<file path="config.mk">
export PLATFORM = sky130hd
export DESIGN_NAME = serdesphy_ana_prog_divider
export DESIGN_NICKNAME = d
export VERILOG_FILES = /design/src/rtl/serdesphy_ana_prog_divider.sv
export SDC_FILE = /design/constraint.sdc
export NUM_CORES = 1
export LEC_CHECK = 0
export BUFFER_PORTS_ARGS = -buffer_cell sky130_fd_sc_hd__clkbuf_2
export CAP_MARGIN = 40
export CORE_MARGIN = 2
export CORE_UTILIZATION = 50
export DETAILED_ROUTE_END_ITERATION = 10
export MAX_ROUTING_LAYER = met4
export PLACE_DENSITY = 0.74
export RECOVER_POWER = 100
export SETUP_SLACK_MARGIN = 0.2
export SYNTH_ARGS = -nofsm -noshare
export SYNTH_HDL_FRONTEND = slang
export SYNTH_SLANG_ARGS = --single-unit
</file>
<file path="constraint.sdc">
create_clock -name clk_in -period 2.34 [get_ports clk_in]
set_input_delay 0.117 -clock clk_in [delete_from_list [all_inputs] [get_ports clk_in]]
set_output_delay 0.117 -clock clk_in [all_outputs]
set_load 0.05 [all_outputs]
</file>
<file path="src/rtl/serdesphy_ana_prog_divider.sv">
// Programmable integer clock divider: registered glitch-free clk_out, ratio
// updates deferred to the period wrap, and a sync strobe that restarts the period.
module serdesphy_ana_prog_divider #(
    parameter int unsigned CNT_W       = 8,
    parameter int unsigned DEFAULT_DIV = 10
) (
    input  logic             clk_in,
    input  logic             rst,
    input  logic             enable,
    input  logic [CNT_W-1:0] div_ratio,
    input  logic             load,
    input  logic             sync,
    output logic             clk_out,
    output logic             tc_pulse,
    output logic [CNT_W-1:0] ratio_active,
    output logic             upd_ack,
    output logic             ratio_err
);
    localparam logic [CNT_W-1:0] RATIO_RST = CNT_W'(DEFAULT_DIV);
    localparam logic [CNT_W-1:0] RATIO_MIN = CNT_W'(2);

    typedef enum logic {
        ST_IDLE = 1'b0,
        ST_RUN  = 1'b1
    } state_t;

    state_t           state, state_nxt;
    logic [CNT_W-1:0] cnt, cnt_nxt;
    logic [CNT_W-1:0] cnt_inc;
    logic [CNT_W-1:0] pending, pending_nxt;
    logic             pend_vld, pend_vld_nxt;
    logic [CNT_W-1:0] ratio_nxt;
    logic [CNT_W-1:0] half;
    logic             clk_out_nxt, tc_nxt, upd_ack_nxt, ratio_err_nxt;
    logic             load_ok, wrap;

    // Next-state and next-output decode; priority enable=0 > sync > wrap > count.
    always_comb begin
        state_nxt     = state;
        cnt_nxt       = cnt;
        pending_nxt   = pending;
        pend_vld_nxt  = pend_vld;
        ratio_nxt     = ratio_active;
        clk_out_nxt   = clk_out;
        tc_nxt        = 1'b0;
        upd_ack_nxt   = 1'b0;
        load_ok       = load && (div_ratio >= RATIO_MIN);
        ratio_err_nxt = load && (div_ratio < RATIO_MIN);
        wrap          = (cnt == (ratio_active - CNT_W'(1)));
        cnt_inc       = cnt + CNT_W'(1);
        half          = (ratio_active >> 1) + CNT_W'(ratio_active[0]);

        if (!enable || state == ST_IDLE) begin
            // Not running: a legal load takes effect immediately.
            if (load_ok) begin
                ratio_nxt   = div_ratio;
                upd_ack_nxt = 1'b1;
            end
            cnt_nxt = '0;
            if (!enable) begin
                state_nxt   = ST_IDLE;
                clk_out_nxt = 1'b0;
            end else begin
                state_nxt   = ST_RUN;
                clk_out_nxt = 1'b1;
            end
        end else begin
            if (sync || wrap) begin
                cnt_nxt     = '0;
                tc_nxt      = !sync;
                // Count restarts at 0, which is below any legal high time.
                clk_out_nxt = 1'b1;
                if (pend_vld) begin
                    ratio_nxt    = pending;
                    upd_ack_nxt  = 1'b1;
                    pend_vld_nxt = 1'b0;
                end
            end else begin
                cnt_nxt     = cnt_inc;
                clk_out_nxt = (cnt_inc < half);
            end
            // Capture after the apply above so a coincident load waits one period.
            if (load_ok) begin
                pending_nxt  = div_ratio;
                pend_vld_nxt = 1'b1;
            end
        end
    end

    always_ff @(posedge clk_in) begin
        if (rst) begin
            state        <= ST_IDLE;
            cnt          <= '0;
            pending      <= '0;
            pend_vld     <= 1'b0;
            ratio_active <= RATIO_RST;
            clk_out      <= 1'b0;
            tc_pulse     <= 1'b0;
            upd_ack      <= 1'b0;
            ratio_err    <= 1'b0;
        end else begin
            state        <= state_nxt;
            cnt          <= cnt_nxt;
            pending      <= pending_nxt;
            pend_vld     <= pend_vld_nxt;
            ratio_active <= ratio_nxt;
            clk_out      <= clk_out_nxt;
            tc_pulse     <= tc_nxt;
            upd_ack      <= upd_ack_nxt;
            ratio_err    <= ratio_err_nxt;
        end
    end

endmodule

</file>
After elaboration in Yosys (flattened, before gate mapping)

Cells that the tools add are included.

Register bits: 30
Input port bits: 13
Output and inout bits: 12
Logic and storage cells: 47

$add $sub $neg: 3
$lt $le $gt $ge: 3
Equality and inequality tests: 2
Multiplexer cells: 13
Bitwise operators: 3
Reduce and logical (&&, ||, !) cells: 14

Operators with widths:

| kind                                                              | number |
|---|---|
| two-way mux 8 bit                                                 | 4 |
| two-way mux 1 bit                                                 | 9 |
| adder 7 x 1 -> 8 bit                                              | 1 |
| adder 8 x 1 -> 8 bit, second input constant                       | 1 |
| == test 8 bit                                                     | 1 |
| greater-or-equal comparator 8 x 2 -> 1 bit, second input constant | 1 |
| less-than comparator 8 x 2 -> 1 bit, second input constant        | 1 |
| less-than comparator 8 bit                                        | 1 |
| subtractor 8 x 1 -> 8 bit, second input constant                  | 1 |
| nonzero test 2 bit                                                | 3 |
| OR reduction 3 bit                                                | 2 |
| AND reduction 2 bit                                               | 2 |
| NOT 1 bit                                                         | 3 |
| AND reduction 3 bit                                               | 1 |
| logical AND 1 bit                                                 | 2 |
| logical NOT 1 bit                                                 | 2 |
| logical OR 1 bit                                                  | 2 |
| inequality test 2 bit, second input constant                      | 1 |

Longest topological paths before layout

Gate-level depths: netlist of run 1.

Depth in word-level cells: 5
Mapped depth: 10
Depth with buffers taken out: 10

Least setup slack after synthesis of run 1

No wires, ideal clock.

Kind: flip-flop to flip-flop
Start point: register ratio_active[3]
End point: register ratio_active[0]
Library setup time: 121 ps
Data arrival time: 2464 ps
Required time: 2219 ps
Setup slack: -245 ps
Stages on the path, launching flop included: 8
Buffers on the path: 1
Clock period less this slack: 2585 ps
Cells stage by stage: dfxtp_1 buf_2 or4_4 nor4_1 nor3b_2 a2111oi_4 a31oi_4 mux2_2

Cells in the longest elaborated chain, start to end: 5

RTL lines:

| item                          | RTL line | source |
|---|---|---|
| start: declaration            | 15       | `output logic [CNT_W-1:0] ratio_active,` |
| start signal: assignment      | 106      | `ratio_active <= ratio_nxt;` |
| subtractor 8 x 1 -> 8 bit     | 49       | `wrap = (cnt == (ratio_active - CNT_W'(1)));` |
| == test 8 bit                 | 49       |  |
| logical OR 1 bit              | 68       | `if (sync \|\| wrap) begin` |
| nonzero test 2 bit (no line)  | --       |  |
| AND reduction 3 bit (no line) | --       |  |

No other way between the ends.
A chain may end at the register's enable or synchronous reset.

Worst setup path after layout of run 1

Start point: register ratio_active[3]
End point: register ratio_active[5]

The elaborated chain is that of the path after synthesis.

==> summary.md, run 1 <==
| Metric | Value |
|---|---|
| Run status | `completed` |
| Via/cell ratio | `5.28` |
| Die W | `64.1 um` |
| Final critical-path share of the clock period | `0.999` |
| Post-Route M1 WL | `1770 um` |
| Number of failing hold endpoints at the final stage | `0` |
| Combined buffer and inverter count along the critical path | `0` |
| Fmax | `428 MHz` |
| Count of flip-flops with a built-in enable after synthesis | `0` |
| Setup Skew | `11.9 ps` |
| Setup repair after global routing missed its margin | `true` |
| Category of the worst setup path launch point | `register` |
| Min-Delay Path Class | `in2reg` |
| Antenna violations before repair | `0` |
| Layout overhead on the synthesized area | `19.2%` |
| Top-level port count | `25` |
| Routed len/inst | `13.3 um` |
| Asr flop ratio synth | `0` |
| Leading area contributor after synthesis | `sky130_fd_sc_hd__dfxtp_1` |
| Final Max Slew Viols | `0` |
| ANT nets after route | `0` |
| Overall power consumption | `1.08 mW` |
| Post-placement worst setup slack | `-39.4 ps` |
| Met3 routed WL | `157 um` |
| Cell leakage power | `0.832 nW` |
| Leftover overflow at the end of global routing | `0` |
| Synth unique cells | `40` |
| Gate Count Post-Synth | `212` |
| Core footprint | `3390 um2` |
| Latest clock arrival within the worst-skew pair | `340 ps` |
| Final setup TNS | `0 ps` |
| FF+latch count, synth | `30` |
| Inserted Diodes | `0` |
| Relative slew slack | `0.211` |
| Category of cells accounting for the largest share of critical-path delay | `simple AND/OR/NAND/NOR gates` |
| Number of setup violations in the final report | `0` |
| Synth warn | `0` |
| Worst setup path category | `reg2reg` |
| H-tree levels | `2` |
| Total routing resource utilization after global routing | `0.206` |
| Buffers added on ports | `24` |
| WP data required | `2570 ps` |
| Top layer in use | `met4` |
| Most numerous cell types in the synthesized netlist | `sky130_fd_sc_hd__dfxtp_1, sky130_fd_sc_hd__nand2_1, sky130_fd_sc_hd__nand3_1` |
| Leading cell type by number of instances after synthesis | `sky130_fd_sc_hd__dfxtp_1` |
| Peak VDD IR | `0.000370 V` |
| Commonest register cell after synthesis | `sky130_fd_sc_hd__dfxtp_1` |
| Worst hold start | `div_ratio[1]` |
| Cell Count Post-Placement | `276` |
| Measured slew at the worst slew-check pin | `1180 ps` |
| Cells along the critical path | `or4_4, nor2_2, nand3_1, a2111oi_4, a31oi_4, mux2_4` |
| First element of the critical path | `ratio_active[3]$_SDFFE_PP1P_` |
| Via Count | `1510` |
| Y dimension of the die | `64.1 um` |
| Share of layout cells above drive strength 1 | `0.229` |
| Die Footprint | `4100 um2` |
| DRT Wirelength | `3800 um` |
| Type of destination of the critical path | `register` |
| Largest net degree at the start of global routing | `30` |
| Via count of the first global-routing pass | `1404` |
| Post-Syn Nets | `236` |
| Portion of the post-synthesis area used by sequential elements | `0.333` |
| Starting utilization of the core area | `0.532` |
| Hold slack | `26.3 ps` |
| Number of DRC markers in iteration 0 | `51` |
| GPL Wtd Cong | `0.836` |
| Top area cells in the synthesized netlist | `sky130_fd_sc_hd__dfxtp_1, sky130_fd_sc_hd__ha_1, sky130_fd_sc_hd__nand2_1` |
| CTS tree | `yes` |
| First-pass GRT wire length | `6350 um` |
| Clock slew at reported path FFs | `100 ps` |
| Number of cell rows | `21` |
| DPL Wire Length | `2780 um` |
| Num Clock Sinks | `30` |
| Setup slack of the critical path after layout | `1.36 ps` |
| DRC violation count after routing | `0` |
| Largest buffer count on any clock path | `2` |
| Biggest fanout along the worst timing path | `8` |
| CP arrival | `2570 ps` |
| Cell area after synthesis | `1800 um2` |
| CP max stage delay | `590 ps` |
| Number of standard cells in the final layout excluding fillers | `286` |
| Total iterations of the first detailed-routing run | `4` |
| Worst R2R Start | `ratio_active[3]$_SDFFE_PP1P_` |
| Mean area per synthesized cell | `8.50 um2` |
| Net count reported at finish | `263` |
| Portion of synthesized cell area occupied by the leading cell type | `0.333` |
| Number of buffers created by CTS | `5` |
| Met2 Wirelength | `1820 um` |
| Slowest cell on the critical path | `sky130_fd_sc_hd__or4_4` |
| Root Buffer Master | `sky130_fd_sc_hd__clkbuf_4` |
| Clock period minus worst slack | `2340 ps` |
| Power density over the cells | `504 nW/um2` |
| Max capacitance violation total | `0` |
-- timing repair --
action / 4_1_cts / 5_1_grt
hold buffers: 1 / 0
buffers inserted: 1 / 0
setup endpoints to repair: 20 / 20
pin swaps: 6 / 4
hold endpoints to repair: 1 / 0
gates resized for setup: 7 / 13
-- state kept, by name, summed over array words and instances, names as in the netlist --
register,count
tc_pulse,1
pending,8
pend_vld,1
ratio_err,1
state,1
ratio_active,8
upd_ack,1
clk_out,1
cnt,8
-- placed cells by master (no fill, tap or decap), types with 3 or more instances in the layout --
cell                       instances
sky130_fd_sc_hd__nand2_1          27
sky130_fd_sc_hd__dfxtp_1          24
sky130_fd_sc_hd__nand3_1          18
sky130_fd_sc_hd__a21oi_1          16
sky130_fd_sc_hd__clkbuf_1         15
sky130_fd_sc_hd__nor2b_1          12
sky130_fd_sc_hd__xor2_1           11
sky130_fd_sc_hd__clkbuf_2         11
sky130_fd_sc_hd__nor2_1           10
sky130_fd_sc_hd__xnor2_1           9
sky130_fd_sc_hd__ha_1              8
sky130_fd_sc_hd__buf_4             6
sky130_fd_sc_hd__mux2_2            5
sky130_fd_sc_hd__clkbuf_4          5
sky130_fd_sc_hd__inv_1             4
sky130_fd_sc_hd__and3_1            4
sky130_fd_sc_hd__nor3_1            3
sky130_fd_sc_hd__mux2i_1           3
sky130_fd_sc_hd__ha_2              3
sky130_fd_sc_hd__dfxtp_4           3
sky130_fd_sc_hd__dfxtp_2           3
-- cell families after synthesis --
kind of cell,Yosys count,share of synthesized area
AOI/OAI and AO/OA,31,0.126
DFF,30,0.333
buffers and inverters,17,0.0382
muxes,9,0.0541
and+or+nand+nor,93,0.262
xor gates and xnor gates,21,0.110
adders and majority gates,11,0.0763
-- power by group --
| part | internal (mW) | switching, mW | leakage (nW) | total (mW) |
|---|---|---|---|---|
| Clock | 0.114 | 0.184 | 0.0320 | 0.299 |
| Combinational | 0.0923 | 0.143 | 0.554 | 0.236 |
| Sequential | 0.528 | 0.0215 | 0.246 | 0.549 |
-- final timing paths --
path                                                      to  cells after the start  slack [ps]
worst min register to register       pending[3]$_SDFFE_PP0P_                      2         460
worst min-delay path                 pending[1]$_SDFFE_PP0P_                      3          30
worst max register to register  ratio_active[5]$_SDFFE_PP0P_                      6           1
worst max-delay path            ratio_active[5]$_SDFFE_PP0P_                      6           1
-- worst register-to-register path: cells and delay by family, from the launching register on --
family,cells,cell delay (ps)
muxes,1,340
AOI/OAI and AO/OA,2,710
and+or+nand+nor,3,830
DFF,1,360
-- metrics by stage --
step                cell area, um2  utilization
floorplan                     1840            -
global placement              2010        0.592
detailed placement            2010        0.592
CTS                           2110        0.623
global route                  2150        0.634
finish                        2150        0.634
-- layer usage --
metal,up-vias,GRT usage
met5,-,-
met4,0,0.0652
met3,6,0.0475
li1,791,-
met1,689,0.246
met2,24,0.342
-- area by class of cell --
cell class,instances,area [um2]
multi-input combinational,165,1230
tap,46,57.6
sequential,30,616
inverter,4,15.0
clock inverter,2,10.0
fill,304,1240
timing repair buffer,33,174
clock buffer,6,41.3
(Power assumes the default switching activity.)
==> inputs of run 2 (changes only) <==
--- a/config.mk
+++ b/config.mk
@@ -5,13 +5,15 @@
 export SDC_FILE = /design/constraint.sdc
 export NUM_CORES = 1
 export LEC_CHECK = 0
+export ABC_AREA = 1
 export BUFFER_PORTS_ARGS = -buffer_cell sky130_fd_sc_hd__clkbuf_2
 export CAP_MARGIN = 40
 export CORE_MARGIN = 2
 export CORE_UTILIZATION = 50
 export DETAILED_ROUTE_END_ITERATION = 10
+export HOLD_SLACK_MARGIN = 0.05
 export MAX_ROUTING_LAYER = met4
-export PLACE_DENSITY = 0.74
+export PLACE_DENSITY = 0.73
 export RECOVER_POWER = 100
 export SETUP_SLACK_MARGIN = 0.2
 export SYNTH_ARGS = -nofsm -noshare
==> summary.md, run 2 <==
| Metric | Value |
|---|---|
| Cell leakage power | `0.994 nW` |
| Root Buffer Master | `sky130_fd_sc_hd__clkbuf_8` |
| Leading cell type by number of instances after synthesis | `sky130_fd_sc_hd__nand2_1` |
| H-tree levels | `2` |
| Clock slew at reported path FFs | `70 ps` |
| Final Max Slew Viols | `0` |
| Latest clock arrival within the worst-skew pair | `290 ps` |
| Portion of the post-synthesis area used by sequential elements | `0.320` |
| Starting utilization of the core area | `0.517` |
| FF-to-FF path depth | `14` |
| Gate Count Post-Synth | `274` |
| Setup Skew | `8.24 ps` |
| Power density over the cells | `580 nW/um2` |
| Peak VDD IR | `0.000472 V` |
| Register-to-register setup slack | `210 ps` |
| Filler Cell Count | `376` |
| Setup slack of the critical path after layout | `209 ps` |
| WP data required | `2500 ps` |
| Leading registers by flop count | `cnt x8, pending x8, ratio_active x8` |
| DRT Wirelength | `3990 um` |
| Cells along the critical path | `inv_1, ha_1, inv_1, nand2_1, nand2_1, nand2_1, nand3_1, nor2_1, nand2_1, nor2_2, nand2_1, nand4_1, clkbuf_1, nor3_1` |
| Slowest cell on the critical path | `sky130_fd_sc_hd__clkbuf_1` |
| Antenna violations before repair | `0` |
| Fmax | `469 MHz` |
| Relative slew slack | `0.595` |
| Placement Cell Area | `2000 um2` |
| CP max stage delay | `360 ps` |
| Largest buffer count on any clock path | `2` |
| Leading area contributor after synthesis | `sky130_fd_sc_hd__dfxtp_1` |
| Routed len/inst | `11.4 um` |
| DPL Wire Length | `2920 um` |
| Commonest non-fill, non-tap cells in the layout | `sky130_fd_sc_hd__nand2_1, sky130_fd_sc_hd__inv_1, sky130_fd_sc_hd__nor2_1` |
| Die W | `65.3 um` |
| ANT nets after route | `0` |
| Worst R2R Start | `ratio_active[0]$_SDFFE_PP0P_` |
| Max capacitance violation total | `0` |
| Most numerous cell types in the synthesized netlist | `sky130_fd_sc_hd__nand2_1, sky130_fd_sc_hd__inv_1, sky130_fd_sc_hd__dfxtp_1` |
| Die Footprint | `4260 um2` |
| Post-Syn Nets | `298` |
| CTS tree | `yes` |
| Number of DRC markers in iteration 0 | `83` |
| Synth unique cells | `26` |
| Y dimension of the die | `65.3 um` |
| Run status | `completed` |
| DRC violation count after routing | `0` |
| FF+latch count, synth | `30` |
| Type of destination of the critical path | `register` |
| Combined buffer and inverter count along the critical path | `3` |
| Total iterations of the first detailed-routing run | `4` |
| Top-level port count | `25` |
| End of the worst register-to-register path | `cnt[2]$_SDFF_PP0_` |
| Worst hold start | `enable` |
| Buffers added on ports | `24` |
| Leftover overflow at the end of global routing | `0` |
| Category of the worst setup path launch point | `register` |
| Clock period minus worst slack | `2130 ps` |
| Overall power consumption | `1.23 mW` |
| Via count of the first global-routing pass | `1657` |
| Portion of synthesized cell area occupied by the leading cell type | `0.320` |
| CP arrival | `2290 ps` |
| Total routing resource utilization after global routing | `0.214` |
| Commonest register cell after synthesis | `sky130_fd_sc_hd__dfxtp_1` |
| Via Count | `1736` |
| Synth warn | `0` |
| Inserted Diodes | `0` |
| Design area | `2130 um2` |
| Final setup TNS | `0 ps` |
| First-pass GRT wire length | `6960 um` |
| Number of failing hold endpoints at the final stage | `0` |
| Measured slew at the worst slew-check pin | `611 ps` |
| Most Frequent Cell on Critical Path | `sky130_fd_sc_hd__nand2_1` |
| Post-placement worst setup slack | `206 ps` |
| Min-Delay Path Class | `in2reg` |
| Via/cell ratio | `4.96` |
| Cells on Worst Hold Path | `3` |
| Layout overhead on the synthesized area | `13.3%` |
| Category of cells accounting for the largest share of critical-path delay | `simple AND/OR/NAND/NOR gates` |
| Most common cell after layout, fill and taps aside | `sky130_fd_sc_hd__nand2_1` |
| Core footprint | `3630 um2` |
| Share of layout cells above drive strength 1 | `0.139` |
| Worst setup path category | `reg2reg` |
| Cell area after synthesis | `1880 um2` |
| Count of flip-flops with a built-in enable after synthesis | `0` |
| Final critical-path share of the clock period | `0.911` |
| Setup repair after global routing missed its margin | `true` |
| Number of buffers created by CTS | `5` |
| Num Clock Sinks | `30` |
| Number of setup violations in the final report | `0` |
| Biggest fanout along the worst timing path | `8` |
| Top area cells in the synthesized netlist | `sky130_fd_sc_hd__dfxtp_1, sky130_fd_sc_hd__nand2_1, sky130_fd_sc_hd__ha_1` |
| Asr flop ratio synth | `0` |
| Endpoint with the worst hold slack | `state$_SDFFE_PP0N_` |
| GPL Wtd Cong | `0.841` |
| Number of cell rows | `22` |
| Mean area per synthesized cell | `6.85 um2` |
| Largest net degree at the start of global routing | `20` |
| Net count reported at finish | `325` |
==> run 2: changes by cell type in the layout (fill, tap and decap cells not counted), moves of 5 or more <==
| cell | previous run | this run |
|---|---|---|
| sky130_fd_sc_hd__inv_1 | 4 | 34 |
| sky130_fd_sc_hd__buf_4 | 6 | 1 |
| sky130_fd_sc_hd__clkbuf_4 | 5 | 0 |
| sky130_fd_sc_hd__xnor2_1 | 9 | 2 |
| sky130_fd_sc_hd__mux2_2 | 5 | 0 |
| sky130_fd_sc_hd__nand2_1 | 27 | 65 |
| sky130_fd_sc_hd__nor2b_1 | 12 | 0 |
| sky130_fd_sc_hd__nand4_1 | 0 | 6 |
| sky130_fd_sc_hd__nor2_1 | 10 | 26 |
| sky130_fd_sc_hd__o21ai_0 | 2 | 17 |
| sky130_fd_sc_hd__clkbuf_8 | 0 | 6 |
==> run 2: worst max path at each step <==
| stage | startpoint | endpoint | slack [ps] | cells past startpoint |
|---|---|---|---|---|
| after floorplan | ratio_active[1]$_SDFFE_PP1P_ | clk_out$_SDFF_PP0_ | 250 | 13 |
| after global placement | ratio_active[1]$_SDFFE_PP1P_ | clk_out$_SDFF_PP0_ | 230 | 13 |
| after detailed placement | cnt[0]$_SDFF_PP0_ | clk_out$_SDFF_PP0_ | 210 | 13 |
| after CTS | cnt[0]$_SDFF_PP0_ | clk_out$_SDFF_PP0_ | 210 | 14 |
| after global routing | ratio_active[0]$_SDFFE_PP0P_ | cnt[6]$_SDFF_PP0_ | 60 | 14 |
| final | ratio_active[0]$_SDFFE_PP0P_ | cnt[2]$_SDFF_PP0_ | 210 | 14 |
==> run 2: kinds of logic after synthesis <==
logic type,count (synthesis),synth area share
adder cells (fa/ha/maj),11,0.0733
XOR/XNOR,13,0.0606
buffers and inverters,47,0.113
AO/OA/AOI/OAI,38,0.103
AND/OR/NAND/NOR,135,0.330
flip-flops,30,0.320
==> run 2: timing repair <==
| action | in CTS | in global routing |
|---|---|---|
| endpoints found under the hold margin | 2 | 0 |
| hold buffers | 2 | 0 |
| cloned | 0 | 1 |
| gates resized for setup | 2 | 7 |
| buffers inserted | 0 | 1 |
| endpoints found under the setup margin | 1 | 17 |
==> run 2: through the flow <==
step            util  std cells  hold slack, ps
2_1_floorplan      -        274             186
4_1_cts        0.583        348            62.2
6_report       0.586        350            75.3
3_5_place_dp   0.550        338             327
3_3_place_gp   0.550        338             322
5_1_grt        0.586        350            85.7
==> run 2: worst register-to-register path: stages, from the launching register on <==
cell and delay (ps):
sky130_fd_sc_hd__dfxtp_2 340, sky130_fd_sc_hd__inv_1 120, sky130_fd_sc_hd__ha_1 250, sky130_fd_sc_hd__inv_1 60
sky130_fd_sc_hd__nand2_1 100, sky130_fd_sc_hd__nand2_1 70, sky130_fd_sc_hd__nand2_1 70, sky130_fd_sc_hd__nand3_1 70
sky130_fd_sc_hd__nor2_1 100, sky130_fd_sc_hd__nand2_1 90, sky130_fd_sc_hd__nor2_2 80, sky130_fd_sc_hd__nand2_1 120
sky130_fd_sc_hd__nand4_1 100, sky130_fd_sc_hd__clkbuf_1 360, sky130_fd_sc_hd__nor3_1 80
==> run 2: cell type report <==
cell class              instances  area, um2  area share
clock buffers                   7       86.3      0.0406
well taps                      48       60.1      0.0282
repair buffers                 28        134      0.0629
multi-input cells             198       1090       0.513
flip-flops and latches         30        609       0.286
inverters                      38        143      0.0670
clock inverters                 1       5.00     0.00235
==> run 2: power breakdown <==
| part | internal [mW] | switching (mW) |
|---|---|---|
| logic | 0.0743 | 0.157 |
| clock network | 0.237 | 0.210 |
| registers | 0.531 | 0.0263 |
| total | 0.842 | 0.392 |
==> run 2: layer usage <==
layer,part of all wire,vias up,track usage
met1,0.45,776,0.235
li1,-,932,-
met3,0.029,5,0.0411
met5,0,-,-
met2,0.51,23,0.384
met4,0.015,0,0.0781
==> inputs of run 3 (changes only) <==
--- a/config.mk
+++ b/config.mk
@@ -13,7 +13,7 @@
 export DETAILED_ROUTE_END_ITERATION = 10
 export HOLD_SLACK_MARGIN = 0.05
 export MAX_ROUTING_LAYER = met4
-export PLACE_DENSITY = 0.73
+export PLACE_DENSITY = 0.77
 export RECOVER_POWER = 100
 export SETUP_SLACK_MARGIN = 0.2
 export SYNTH_ARGS = -nofsm -noshare
==> summary.md, run 3 (synthesis gave the netlist of run 2 again) <==
| Metric | Value |
|---|---|
| CP arrival | `2250 ps` |
| DRT Wirelength | `3950 um` |
| Area used by sequential logic in the layout | `606 um2` |
| Number of DRC markers in iteration 0 | `50` |
| Fin util | `0.582` |
| Type of destination of the critical path | `register` |
| Antenna violations before repair | `0` |
| Largest net degree at the start of global routing | `20` |
| Peak VDD IR | `0.000351 V` |
| Total routing resource utilization after global routing | `0.207` |
| Cells on Worst Hold Path | `3` |
| Final Max Slew Viols | `0` |
| Y dimension of the die | `65.3 um` |
| H-tree levels | `2` |
| Overall power consumption | `1.22 mW` |
| Cell leakage power | `0.993 nW` |
| Number of setup violations in the final report | `0` |
| Final setup TNS | `0 ps` |
| Net count reported at finish | `325` |
| Top-level port count | `25` |
| Num Clock Sinks | `30` |
| Buffers added on ports | `24` |
| Sequential Power Share | `0.458` |
| Total iterations of the first detailed-routing run | `4` |
| Power density over the cells | `577 nW/um2` |
| Category of the worst setup path launch point | `register` |
| Inserted Diodes | `0` |
| Filler Cell Count | `382` |
| Largest buffer count on any clock path | `2` |
| Starting utilization of the core area | `0.517` |
| DRC violation count after routing | `0` |
| Setup repair after global routing missed its margin | `true` |
| Root Buffer Master | `sky130_fd_sc_hd__clkbuf_8` |
| ANT nets after route | `0` |
| DPL Wire Length | `2920 um` |
| Final critical-path share of the clock period | `0.881` |
| Commonest non-fill, non-tap cells in the layout | `sky130_fd_sc_hd__nand2_1, sky130_fd_sc_hd__inv_1, sky130_fd_sc_hd__nor2_1, sky130_fd_sc_hd__dfxtp_1, sky130_fd_sc_hd__a21oi_1` |
| Share of power burned in the clock network | `0.355` |
| GPL Wtd Cong | `0.849` |
| FF-to-FF path depth | `13` |
| Die W | `65.3 um` |
| Number of failing hold endpoints at the final stage | `0` |
| Setup Skew | `4.20 ps` |
| Latest clock arrival within the worst-skew pair | `280 ps` |
| Routed len/inst | `11.3 um` |
| Via Count | `1719` |
| Clock period minus worst slack | `2060 ps` |
| Biggest fanout along the worst timing path | `5` |
| Relative slew slack | `0.594` |
| Layout overhead on the synthesized area | `12.5%` |
| Via/cell ratio | `4.91` |
| Most common cell after layout, fill and taps aside | `sky130_fd_sc_hd__nand2_1` |
| Hold slack | `68.7 ps` |
| Clock slew at reported path FFs | `60 ps` |
| P_sw | `376 uW` |
| Number of buffers created by CTS | `5` |
| Via count of the first global-routing pass | `1592` |
| Fmax | `485 MHz` |
| Die Footprint | `4260 um2` |
| Leading registers by flop count | `cnt x8, pending x8, ratio_active x8` |
| Number of cell rows | `22` |
| First-pass GRT wire length | `6740 um` |
| Share of layout cells above drive strength 1 | `0.132` |
| Cell-internal power | `843 uW` |
| Multi-input logic area | `1080 um2` |
| Worst setup path category | `reg2reg` |
| Min-Delay Path Class | `in2reg` |
| Comb power frac | `0.187` |
| Core footprint | `3630 um2` |
| Leftover overflow at the end of global routing | `0` |
| Run status | `completed` |
| CTS tree | `yes` |
| Net switching fraction of the power | `0.309` |
| Max capacitance violation total | `0` |
| WP data required | `2530 ps` |
| Measured slew at the worst slew-check pin | `611 ps` |
-- run 3: power by group through the flow --
stage                     Sequential (mW)  Combinational (mW)  Clock, mW
after floorplan                     0.603               0.146          0
after global placement              0.569               0.224          0
after detailed placement            0.570               0.228          0
after CTS                           0.558               0.231      0.453
after global routing                0.561               0.256      0.468
final                               0.558               0.228      0.433
-- run 3: what timing repair did --
action | 4_1_cts | 5_1_grt
hold endpoints to repair | 2 | 0
pin swaps | 0 | 0
cloned | 0 | 1
setup endpoints to repair | 1 | 17
gates resized for setup | 1 | 5
hold buffers | 2 | 0
setup buffers | 0 | 1
-- run 3: final timing paths --
check                          startpoint                 endpoint  slack (ps)
hold reg to reg   pending[0]$_SDFFE_PP0P_  pending[0]$_SDFFE_PP0P_         450
hold / removal                     enable       state$_SDFFE_PP0N_          70
setup reg to reg        cnt[2]$_SDFF_PP0_       clk_out$_SDFF_PP0_         280
setup / recovery        cnt[2]$_SDFF_PP0_       clk_out$_SDFF_PP0_         280
-- run 3: critical path, cell delays in order, from the launching register on --
cell                       delay [ps]
sky130_fd_sc_hd__dfxtp_1          410
sky130_fd_sc_hd__nand3_1          140
sky130_fd_sc_hd__nor2_2           180
sky130_fd_sc_hd__nand4_1          140
sky130_fd_sc_hd__xor2_1           210
sky130_fd_sc_hd__inv_1             70
sky130_fd_sc_hd__ha_1             290
sky130_fd_sc_hd__nand2_1           60
sky130_fd_sc_hd__inv_1             50
sky130_fd_sc_hd__nand4_1           80
sky130_fd_sc_hd__o211ai_1         120
sky130_fd_sc_hd__nand4_1          110
sky130_fd_sc_hd__nand2_1           70
sky130_fd_sc_hd__inv_1             30
-- run 3: final cells by class --
type | count | share of cell area
Timing Repair Buffer | 28 | 0.0634
Clock inverter | 1 | 0.00237
Tap cell | 48 | 0.0284
Multi-Input combinational cell | 198 | 0.511
Inverter | 38 | 0.0675
Clock buffer | 7 | 0.0409
Sequential cell | 30 | 0.287
-- run 3: routing by layer --
layer	track usage	routed length, um	vias up
met5	-	0	-
met4	0.0573	42	0
met3	0.0514	136	6
met2	0.348	1950	27
met1	0.247	1810	753
li1	-	-	933
-- run 3: through the flow --
| stage | instance area [um2] | std cells | setup slack [ps] |
|---|---|---|---|
| 2_1_floorplan | 1880 | 274 | 254 |
| 3_3_place_gp | 2000 | 338 | 220 |
| 3_5_place_dp | 2000 | 338 | 188 |
| 4_1_cts | 2110 | 348 | 200 |
| 5_1_grt | 2110 | 350 | 40.8 |
| 6_report | 2110 | 350 | 278 |
